==> src/rtl/pc_sequencer_pkg.sv <==
// Shared types and constants for the fetch PC sequencer.
// Pure declarations: no latency, no flow control.
package pc_sequencer_pkg;

    localparam int XLEN_DEF = 32;
    localparam logic [31:0] RESET_VECTOR_DEF = 32'h0000_0200;
    localparam int PC_STEP = 4;
    // Low address bits cleared on every loaded target (word-aligned fetch).
    localparam logic [1:0] ALIGN_MASK = 2'b11;

    typedef enum logic [1:0] {
        ST_BOOT,
        ST_REQ,
        ST_WAIT,
        ST_HOLD
    } state_t;

endpackage

==> src/rtl/pc_sequencer_if.sv <==
// Redirect, imem request/response and decode-side handshake bundle.
// master = sequencer side; slave = core/imem/decode environment.
interface pc_sequencer_if
    import pc_sequencer_pkg::*;
#(
    parameter int XLEN = XLEN_DEF
);

    logic            io_redirect_valid;
    logic [XLEN-1:0] io_redirect_pc;
    logic            io_trap_valid;
    logic [XLEN-1:0] io_trap_vec;
    logic            io_imem_req_valid;
    logic            io_imem_req_ready;
    logic [XLEN-1:0] io_imem_req_addr;
    logic            io_imem_resp_valid;
    logic [XLEN-1:0] io_imem_resp_data;
    logic            io_inst_valid;
    logic            io_inst_ready;
    logic [XLEN-1:0] io_inst;
    logic [XLEN-1:0] io_inst_pc;
    logic [XLEN-1:0] io_pc_out;

    modport master (
        input  io_redirect_valid, io_redirect_pc, io_trap_valid, io_trap_vec,
        input  io_imem_req_ready, io_imem_resp_valid, io_imem_resp_data, io_inst_ready,
        output io_imem_req_valid, io_imem_req_addr,
        output io_inst_valid, io_inst, io_inst_pc, io_pc_out
    );

    modport slave (
        output io_redirect_valid, io_redirect_pc, io_trap_valid, io_trap_vec,
        output io_imem_req_ready, io_imem_resp_valid, io_imem_resp_data, io_inst_ready,
        input  io_imem_req_valid, io_imem_req_addr,
        input  io_inst_valid, io_inst, io_inst_pc, io_pc_out
    );

endinterface

==> src/rtl/pc_sequencer_pc_next_sel.sv <==
// Next-PC priority mux (trap > redirect > pc+4) with target alignment.
// Purely combinational; no state, no backpressure.
module pc_next_sel
    import pc_sequencer_pkg::*;
#(
    parameter int XLEN = XLEN_DEF
) (
    input  logic [XLEN-1:0] pc,
    input  logic            trap_valid,
    input  logic [XLEN-1:0] trap_vec,
    input  logic            redirect_valid,
    input  logic [XLEN-1:0] redirect_pc,
    output logic            redir,
    output logic [XLEN-1:0] next_pc
);

    logic [XLEN-1:0] raw_target;
    logic [XLEN-1:0] target;

    always_comb begin
        raw_target = redirect_pc;
        if (trap_valid) begin
            raw_target = trap_vec;
        end
    end

    assign redir   = trap_valid | redirect_valid;
    assign target  = {raw_target[XLEN-1:2], raw_target[1:0] & ~ALIGN_MASK};
    assign next_pc = redir ? target : pc + XLEN'(PC_STEP);

endmodule

==> src/rtl/pc_sequencer.sv <==
// Fetch PC owner: one outstanding imem request, one-entry instruction buffer to decode.
// Request accepted -> inst valid 2 cycles later; decode stall holds the buffer and blocks fetch.
module pc_sequencer
    import pc_sequencer_pkg::*;
#(
    parameter int              XLEN         = XLEN_DEF,
    parameter logic [XLEN-1:0] RESET_VECTOR = RESET_VECTOR_DEF
) (
    input  logic            clock,
    input  logic            reset,
    pc_sequencer_if.master  bus
);

    state_t          state_q, state_d;
    logic [XLEN-1:0] pc_q, pc_d;
    logic            kill_q, kill_d;
    logic [XLEN-1:0] inst_q, inst_d;
    logic [XLEN-1:0] inst_pc_q, inst_pc_d;

    logic            redir;
    logic [XLEN-1:0] next_pc;

    pc_next_sel #(.XLEN(XLEN)) u_next_sel (
        .pc             (pc_q),
        .trap_valid     (bus.io_trap_valid),
        .trap_vec       (bus.io_trap_vec),
        .redirect_valid (bus.io_redirect_valid),
        .redirect_pc    (bus.io_redirect_pc),
        .redir          (redir),
        .next_pc        (next_pc)
    );

    always_ff @(posedge clock or posedge reset) begin
        if (reset) begin
            state_q   <= ST_BOOT;
            pc_q      <= RESET_VECTOR;
            kill_q    <= 1'b0;
            inst_q    <= '0;
            inst_pc_q <= '0;
        end else begin
            state_q   <= state_d;
            pc_q      <= pc_d;
            kill_q    <= kill_d;
            inst_q    <= inst_d;
            inst_pc_q <= inst_pc_d;
        end
    end

    always_comb begin
        state_d   = state_q;
        pc_d      = pc_q;
        kill_d    = kill_q;
        inst_d    = inst_q;
        inst_pc_d = inst_pc_q;
        case (state_q)
            ST_BOOT: begin
                if (redir) pc_d = next_pc;
                state_d = ST_REQ;
            end
            ST_REQ: begin
                if (redir) pc_d = next_pc;
                // A redirect in the accept cycle still issues the old pc; its data is killed later.
                if (bus.io_imem_req_ready) begin
                    kill_d  = redir;
                    state_d = ST_WAIT;
                end
            end
            ST_WAIT: begin
                if (redir) begin
                    pc_d   = next_pc;
                    kill_d = 1'b1;
                end
                if (bus.io_imem_resp_valid) begin
                    if (kill_q || redir) begin
                        kill_d  = 1'b0;
                        state_d = ST_REQ;
                    end else begin
                        inst_d    = bus.io_imem_resp_data;
                        inst_pc_d = pc_q;
                        state_d   = ST_HOLD;
                    end
                end
            end
            ST_HOLD: begin
                if (redir || bus.io_inst_ready) begin
                    pc_d    = next_pc;
                    state_d = ST_REQ;
                end
            end
            default: state_d = ST_BOOT;
        endcase
    end

    assign bus.io_imem_req_valid = (state_q == ST_REQ);
    assign bus.io_imem_req_addr  = pc_q;
    assign bus.io_inst_valid     = (state_q == ST_HOLD);
    assign bus.io_inst           = inst_q;
    assign bus.io_inst_pc        = inst_pc_q;
    assign bus.io_pc_out         = pc_q;

    resp_only_in_wait: assert property (
        @(posedge clock) disable iff (reset)
        bus.io_imem_resp_valid |-> (state_q == ST_WAIT)
    );

endmodule

==> src/flat_wrapper.sv <==
// flat-port wrapper written by rule: the top's interface ports become plain ports
module pc_sequencer_flat import pc_sequencer_pkg::*;
#(
    parameter int              XLEN         = XLEN_DEF,
    parameter logic [XLEN-1:0] RESET_VECTOR = RESET_VECTOR_DEF
)
  (clock, reset, bus_io_redirect_valid, bus_io_redirect_pc, bus_io_trap_valid, bus_io_trap_vec, bus_io_imem_req_ready, bus_io_imem_resp_valid, bus_io_imem_resp_data, bus_io_inst_ready, bus_io_imem_req_valid, bus_io_imem_req_addr, bus_io_inst_valid, bus_io_inst, bus_io_inst_pc, bus_io_pc_out);
  pc_sequencer_if #(.XLEN(XLEN)) bus_i ();
  input  logic clock;
  input  logic reset;
  input wire logic [$bits(bus_i.io_redirect_valid)-1:0] bus_io_redirect_valid;
  input wire logic [$bits(bus_i.io_redirect_pc)-1:0] bus_io_redirect_pc;
  input wire logic [$bits(bus_i.io_trap_valid)-1:0] bus_io_trap_valid;
  input wire logic [$bits(bus_i.io_trap_vec)-1:0] bus_io_trap_vec;
  input wire logic [$bits(bus_i.io_imem_req_ready)-1:0] bus_io_imem_req_ready;
  input wire logic [$bits(bus_i.io_imem_resp_valid)-1:0] bus_io_imem_resp_valid;
  input wire logic [$bits(bus_i.io_imem_resp_data)-1:0] bus_io_imem_resp_data;
  input wire logic [$bits(bus_i.io_inst_ready)-1:0] bus_io_inst_ready;
  output wire logic [$bits(bus_i.io_imem_req_valid)-1:0] bus_io_imem_req_valid;
  output wire logic [$bits(bus_i.io_imem_req_addr)-1:0] bus_io_imem_req_addr;
  output wire logic [$bits(bus_i.io_inst_valid)-1:0] bus_io_inst_valid;
  output wire logic [$bits(bus_i.io_inst)-1:0] bus_io_inst;
  output wire logic [$bits(bus_i.io_inst_pc)-1:0] bus_io_inst_pc;
  output wire logic [$bits(bus_i.io_pc_out)-1:0] bus_io_pc_out;
  assign bus_i.io_redirect_valid = bus_io_redirect_valid;
  assign bus_i.io_redirect_pc = bus_io_redirect_pc;
  assign bus_i.io_trap_valid = bus_io_trap_valid;
  assign bus_i.io_trap_vec = bus_io_trap_vec;
  assign bus_i.io_imem_req_ready = bus_io_imem_req_ready;
  assign bus_i.io_imem_resp_valid = bus_io_imem_resp_valid;
  assign bus_i.io_imem_resp_data = bus_io_imem_resp_data;
  assign bus_i.io_inst_ready = bus_io_inst_ready;
  assign bus_io_imem_req_valid = bus_i.io_imem_req_valid;
  assign bus_io_imem_req_addr = bus_i.io_imem_req_addr;
  assign bus_io_inst_valid = bus_i.io_inst_valid;
  assign bus_io_inst = bus_i.io_inst;
  assign bus_io_inst_pc = bus_i.io_inst_pc;
  assign bus_io_pc_out = bus_i.io_pc_out;
  pc_sequencer #(.XLEN(XLEN), .RESET_VECTOR(RESET_VECTOR)) u_core (.clock(clock), .reset(reset), .bus(bus_i));
endmodule
==> config.mk <==
export PLATFORM = sky130hd
export DESIGN_NAME = pc_sequencer_flat
export DESIGN_NICKNAME = d
export VERILOG_FILES = /design/src/rtl/pc_sequencer_pkg.sv /design/src/rtl/pc_sequencer_if.sv /design/src/rtl/pc_sequencer_pc_next_sel.sv /design/src/rtl/pc_sequencer.sv /design/src/flat_wrapper.sv
export SDC_FILE = /design/constraint.sdc
export NUM_CORES = 1
export LEC_CHECK = 0
export ABC_AREA = 1
export BUFFER_PORTS_ARGS = -buffer_cell sky130_fd_sc_hd__buf_4
export CAP_MARGIN = 20
export CORE_ASPECT_RATIO = 1.2
export CORE_MARGIN = 5
export CORE_UTILIZATION = 40
export CTS_CLUSTER_DIAMETER = 50
export DETAILED_ROUTE_END_ITERATION = 12
export PLACE_DENSITY = 0.8
export REMOVE_ABC_BUFFERS = 1
export SYNTH_ARGS = -nofsm -noshare
export SYNTH_HDL_FRONTEND = slang
export SYNTH_SLANG_ARGS = --single-unit
==> constraint.sdc <==
create_clock -name clock -period 2.91 [get_ports clock]
set_clock_uncertainty 0.15 [all_clocks]
set_input_delay 0.1455 -clock clock [delete_from_list [all_inputs] [get_ports clock]]
set_output_delay 0.1455 -clock clock [all_outputs]
set_load 0.03 [all_outputs]
# Yosys cells after proc, flatten, opt, wreduce, memory -nomap -nowiden
# Index checks and enable logic that the tools add are counted.
[classes]
n_addsub = 1
n_eq_ne = 7
n_mux = 15
bitwise = 2
n_reduce_logical = 9
[ops]
columns = ["cell", "count"]
rows = [
  ["$mux 32", 4],
  ["$pmux 32 s2", 1],
  ["$add 32x3->32 const B", 1],
  ["$mux 2", 4],
  ["$pmux 2 s4", 1],
  ["$reduce_and 3->1", 2],
  ["$eq 2x2->1 const B", 2],
  ["$mux 1", 4],
  ["$ne 2x1->1 const B", 2],
  ["$ne 2x2->1 const B", 2],
  ["$reduce_and 2->1", 2],
  ["$reduce_or 3->1", 1],
  ["$eq 2x1->1 const B", 1],
  ["$logic_not 2->1", 1],
  ["$logic_or 1x1->1", 2],
  ["$pmux 1 s2", 1],
  ["$reduce_bool 2->1", 1],
  ["$not 1->1", 1],
  ["$or 1x1->1", 1],
]
[word_totals]
ff_bits = 99
word_cells = 39

# Longest topological paths before layout
[logic_depth]
ltp_word = 5
depth_mapped = 9
depth_no_buf = 9

# Cells and area by module
# A second synthesis with hierarchy kept.
[unflattened]
hier_cells = 769
area_unflattened_um2 = 5645.4
[modules_own_cells]
columns = ["mod", "n_inst", "cells_each", "area_each_um2", "seq_area_each_um2"]
rows = [
  ["pc_sequencer", 1, 446, 4135.2, 2478.6],
  ["pc_next_sel", 1, 323, 1510.2, 0.0],
]

# Worst setup path after synthesis
# OpenSTA, ideal clock, no wires.
[synth_timing]
path_type = "register to register"
from = "register u_core.pc_q[3] (netlist: u_core.bus.io_imem_req_addr[3])"
to = "register u_core.pc_q[18] (netlist: u_core.bus.io_imem_req_addr[18])"
arrival_time_ns = 1.643
slack_ns = 0.999
stages_incl_launch_ff = 10
period_less_slack_ns = 1.911
cell_sequence = "dfrtp_1 > ha_1 > nand2_1 > nor2_2 > nand2_1 > nor2_2 > xor2_1 > nand2_1 > nand2_1 > nand2_1"
[synth_between]
elab_chain_cells = 4
word_cells_on_any_way = 5
classes_between = "1 x add/sub; 4 x mux"
[synth_lines]
columns = ["item", "line", "source"]
rows = [
  ["start, declared", "pc_sequencer.sv:15", "logic [XLEN-1:0] pc_q, pc_d;"],
  ["start signal, assigned", "pc_sequencer.sv:42", "pc_q <= pc_d;"],
  ["$add 32x3->32 *", "pc_sequencer_pc_next_sel.sv:29", "assign next_pc = redir ? target : pc + XLEN'(PC_STEP);"],
  ["$mux 32 *", "pc_sequencer_pc_next_sel.sv:29", ""],
  ["$mux 32, on equally long branches", "--", ""],
  ["$pmux 32 s2 *", "pc_sequencer.sv:55", "case (state_q)"],
]
# Mark *: on every way between the ends. The rest lies on a longest branch, timed or not. The select of a mux whose other input is x is not followed.
# A chain may end at the register's enable or synchronous reset.

# Final worst setup path
[layout_timing]
from = "register u_core.state_q[0]"
to = "register u_core.pc_q[15] (netlist: u_core.bus.io_imem_req_addr[15])"
[layout_between]
elab_chain_cells = 4
word_cells_on_any_way = 9
classes_between = "5 x eq/ne; 1 x mux; 3 x reduce/logical"
[layout_lines]
columns = ["item", "line", "source"]
rows = [
  ["start, declared", "pc_sequencer.sv:14", "state_t state_q, state_d;"],
  ["start signal, assigned", "pc_sequencer.sv:41", "state_q <= state_d;"],
  ["$eq 2x1->1, or another cell as far along", "pc_sequencer.sv:55", ""],
  ["$reduce_or 3->1 (no source line)", "--", ""],
  ["$ne 2x1->1 (no source line)", "--", ""],
  ["$reduce_and 2->1 (no source line)", "--", ""],
]
# Several ways; a longest one is shown, not always the timed one.

==> results.cfg <==
[die]
num_rows = 46
core-area_um2 = 13200
dieHeight_um = 137
die_w_um = 116
dieArea_um2 = 15800
num_io_pins = 233
start_util_pct = 40.7

[logic_synthesis]
synth_commonest_cells = 123 x nand2_1, 94 x dfrtp_1, 93 x nor2_1
synth_edf_count = 0
yosysWarnings = 0
synthCells = 646
syn_area_per_cell_um2 = 8.30
ys_seq_area_share_pct = 44.4
synth.top_cell.area_share_pct = 43.9
synth-seq-cells = 95
netlist-cell-type-count = 33
yosysMostFrequentCell = nand2_1
synth_largest_area_cell = dfrtp_1
synthesis.area_um2 = 5360
synthTopCellsByArea = dfrtp_1 44%, mux2_4 10%, nand2_1 8.6%
synth-async-reset-ratio_pct = 100
synth_ff_type = dfrtp_1

[setup_path]
critPathTopFamily = buffers and inverters
reg2regPathDepth = 8
critPathMaxStageDelay_ns = 0.57
cp.arrival_ns = 2.76
path_common_cell = nand2_1
worst-r2r-setup-slack_ns = 0.28
crit_slowest_cell = dlygate4sd3_1
criticalPathCategory = reg2reg
path_max_fanout = 21
path_buf_inv = 2
r2r_end = u_core.bus.io_imem_req_addr[15]
reg2reg_from = u_core.state_q[0]
crit_required_ns = 3.04
endpoint_kind = register
path_cells = ha_1 -> nand2_1 -> nand2_1 -> nand2_2 -> buf_4 -> nand4_1 -> o211ai_1 -> dlygate4sd3_1
start_kind = register

[detailed_routing]
viasPerCell = 4.85
dr.pass1.iters = 5
ant_nets = 0
via_count = 5064
drc_errors = 0
wirelength_um = 16600
drt_iter0_markers = 269
wire_per_inst_um = 15.8

[power_and_ir_drop]
ir_worst_vdd_mv = 0.461
total_power_w = 0.00618
p_leak_nw = 4.00
power_density_nw_per_um2 = 807

[global_route]
grt_pass1_vias = 5243
grt_max_degree = 89
track_usage_pct = 20.7
gr-total-overflow = 0
grt_pass1_wl_um = 25900
antenna_found_initial = 0

[timing]
setup_tns_ns = 0
finalCritPeriodShare_pct = 90.5
rsz0062_at_grt = no
slew_violations = 0
hold_viol_final = 0
maxSlewHeadroom_pct = 33.9
min_period_ns = 2.63
worst_slew_pin_slew_ns = 0.990
max_freq_mhz = 380
finalSetupViolCount = 0

[final_layout]
antennaDiodeCount = 0
fill_cells = 1207
num-nets-final = 980
area_growth_pct = 42.8
multiInputGateArea_um2 = 2360
drive_above_1_share_pct = 33.0
fin_util_pct = 58.1
regArea_um2 = 2380

[hold_path]
whs_path_depth = 3
hold_start = bus_io_trap_vec[3]
min_to = u_core.bus.io_imem_req_addr[3]
holdCritPathClass = in2reg

[clock_tree]
insertion_delay_ns = 0.34
cts_max_level = 3
clkTransAtPathRegs_ns = 0.07
cts.sinks = 95
cts_buffers = 9
post-cts-setup-buffers = 0
cts_tree = yes
clk_root_buffer_cell = clkbuf_16
cts_buffer_depth = 2

[placed_design]
place_congestion = 0.827
port_buffers = 222
place_hpwl_um = 11700

[status]
status = finished, final reports clean

[job]
maxCapViolations = 0
## area by class of cell
cell class,count,area share (%)
Clock buffer,9,2.94
Clock inverter,7,0.654
Inverter,60,2.98
Multi-Input combinational cell,432,30.9
Sequential cell,95,31.1
Tap cell,168,2.75
Timing Repair Buffer,274,28.7
## per-layer routing
layer,track usage [%],vias up,wire [µm],part of all wire [%]
li1,-,2510,-,-
met1,25.5,2366,6800,41
met3,3.10,25,1060,6.4
met2,36.4,163,8390,51
met4,7.48,0,314,1.9
met5,0,-,0,0
## through the flow
step	instance area (µm²)	instances	setup slack [ns]	hold slack, ns
after floorplan	4960	587	0.139	0.142
after global routing	7650	1045	0.116	0.0409
after detailed placement	6910	982	0.836	0.209
after CTS	7650	1045	0.311	0.0110
after global placement	6910	982	0.856	0.206
final	7650	1045	0.277	0.0163
## report_power, final
group,internal [W],leakage (nW),switching [W]
clock network,0.000580,0.127,0.000530
registers,0.00175,1.20,0.000364
logic,0.00121,2.67,0.00173
total,0.00355,4.00,0.00263
## timing repair
action,4_1_cts,5_1_grt
setup endpoints to repair,0,0
hold endpoints to repair,101,0
hold buffers,47,0
gates resized for setup,0,0
## tightest hold or removal path, delay by kind of cell
kind            cells  cell delay (ns)
compound gates      2             0.21
buf+inv             1             0.11
## how the worst max path moves through the flow
stage                       from                              end  slack [ns]  depth (start not counted)
3_3_place_gp   u_core.state_q[0]  u_core.bus.io_imem_req_addr[11]        0.86                          8
4_1_cts        u_core.state_q[0]  u_core.bus.io_imem_req_addr[15]        0.31                          8
5_1_grt        u_core.state_q[0]  u_core.bus.io_imem_req_addr[15]        0.12                          8
3_5_place_dp   u_core.state_q[0]  u_core.bus.io_imem_req_addr[11]        0.84                          8
2_1_floorplan              reset  u_core.bus.io_imem_req_addr[10]        0.14                          1
6_report       u_core.state_q[0]  u_core.bus.io_imem_req_addr[15]        0.28                          8
## cell usage in the layout, fill, tap and decap left out
master | Yosys | routed
a211oi_1 | 2 | 2
a21oi_1 | 40 | 40
a221oi_1 | 1 | 1
a31oi_1 | 6 | 6
and2_1 | 2 | 2
buf_12 | 0 | 2
buf_4 | 36 | 225
clkbuf_16 | 0 | 9
clkinv_2 | 0 | 2
clkinv_4 | 0 | 2
clkinvlp_4 | 0 | 3
conb_1 | 1 | 6
dfrtp_1 | 94 | 94
dfstp_2 | 1 | 1
dlygate4sd3_1 | 0 | 47
ha_1 | 5 | 5
inv_1 | 59 | 58
inv_2 | 1 | 1
inv_4 | 0 | 1
mux2_4 | 36 | 36
nand2_1 | 123 | 122
nand2_2 | 1 | 1
nand2_4 | 0 | 1
nand3_1 | 36 | 36
nand4_1 | 6 | 6
nor2_1 | 93 | 93
nor2_2 | 2 | 2
nor2_4 | 1 | 1
nor3_1 | 2 | 2
nor3_4 | 1 | 1
o211ai_1 | 6 | 6
o21ai_0 | 53 | 53
o21ai_1 | 6 | 6
o22ai_1 | 1 | 1
o31ai_1 | 1 | 1
or2_2 | 1 | 1
xor2_1 | 1 | 1
## cell families (layout without fill, tap and decap cells)
group	Yosys count	after routing	share of synthesized area (%)
xor gates and xnor gates	1	1	0.163
other	1	6	0.0700
adders and majority gates	5	5	1.17
DFF	95	95	44.4
AOI/OAI and AO/OA	116	116	11.5
buffers and inverters	124	350	12.0
and+or+nand+nor	268	268	20.6
muxes	36	36	10.1
## registers in the layout, indices dropped and copies added (netlist names)
| name | cells |
|---|---|
| u_core.bus.io_inst | 32 |
| u_core.bus.io_imem_req_addr | 30 |
| u_core.bus.io_inst_pc | 30 |
| u_core.state_q | 2 |
| u_core.kill_q | 1 |
(Power assumes the default switching activity.)
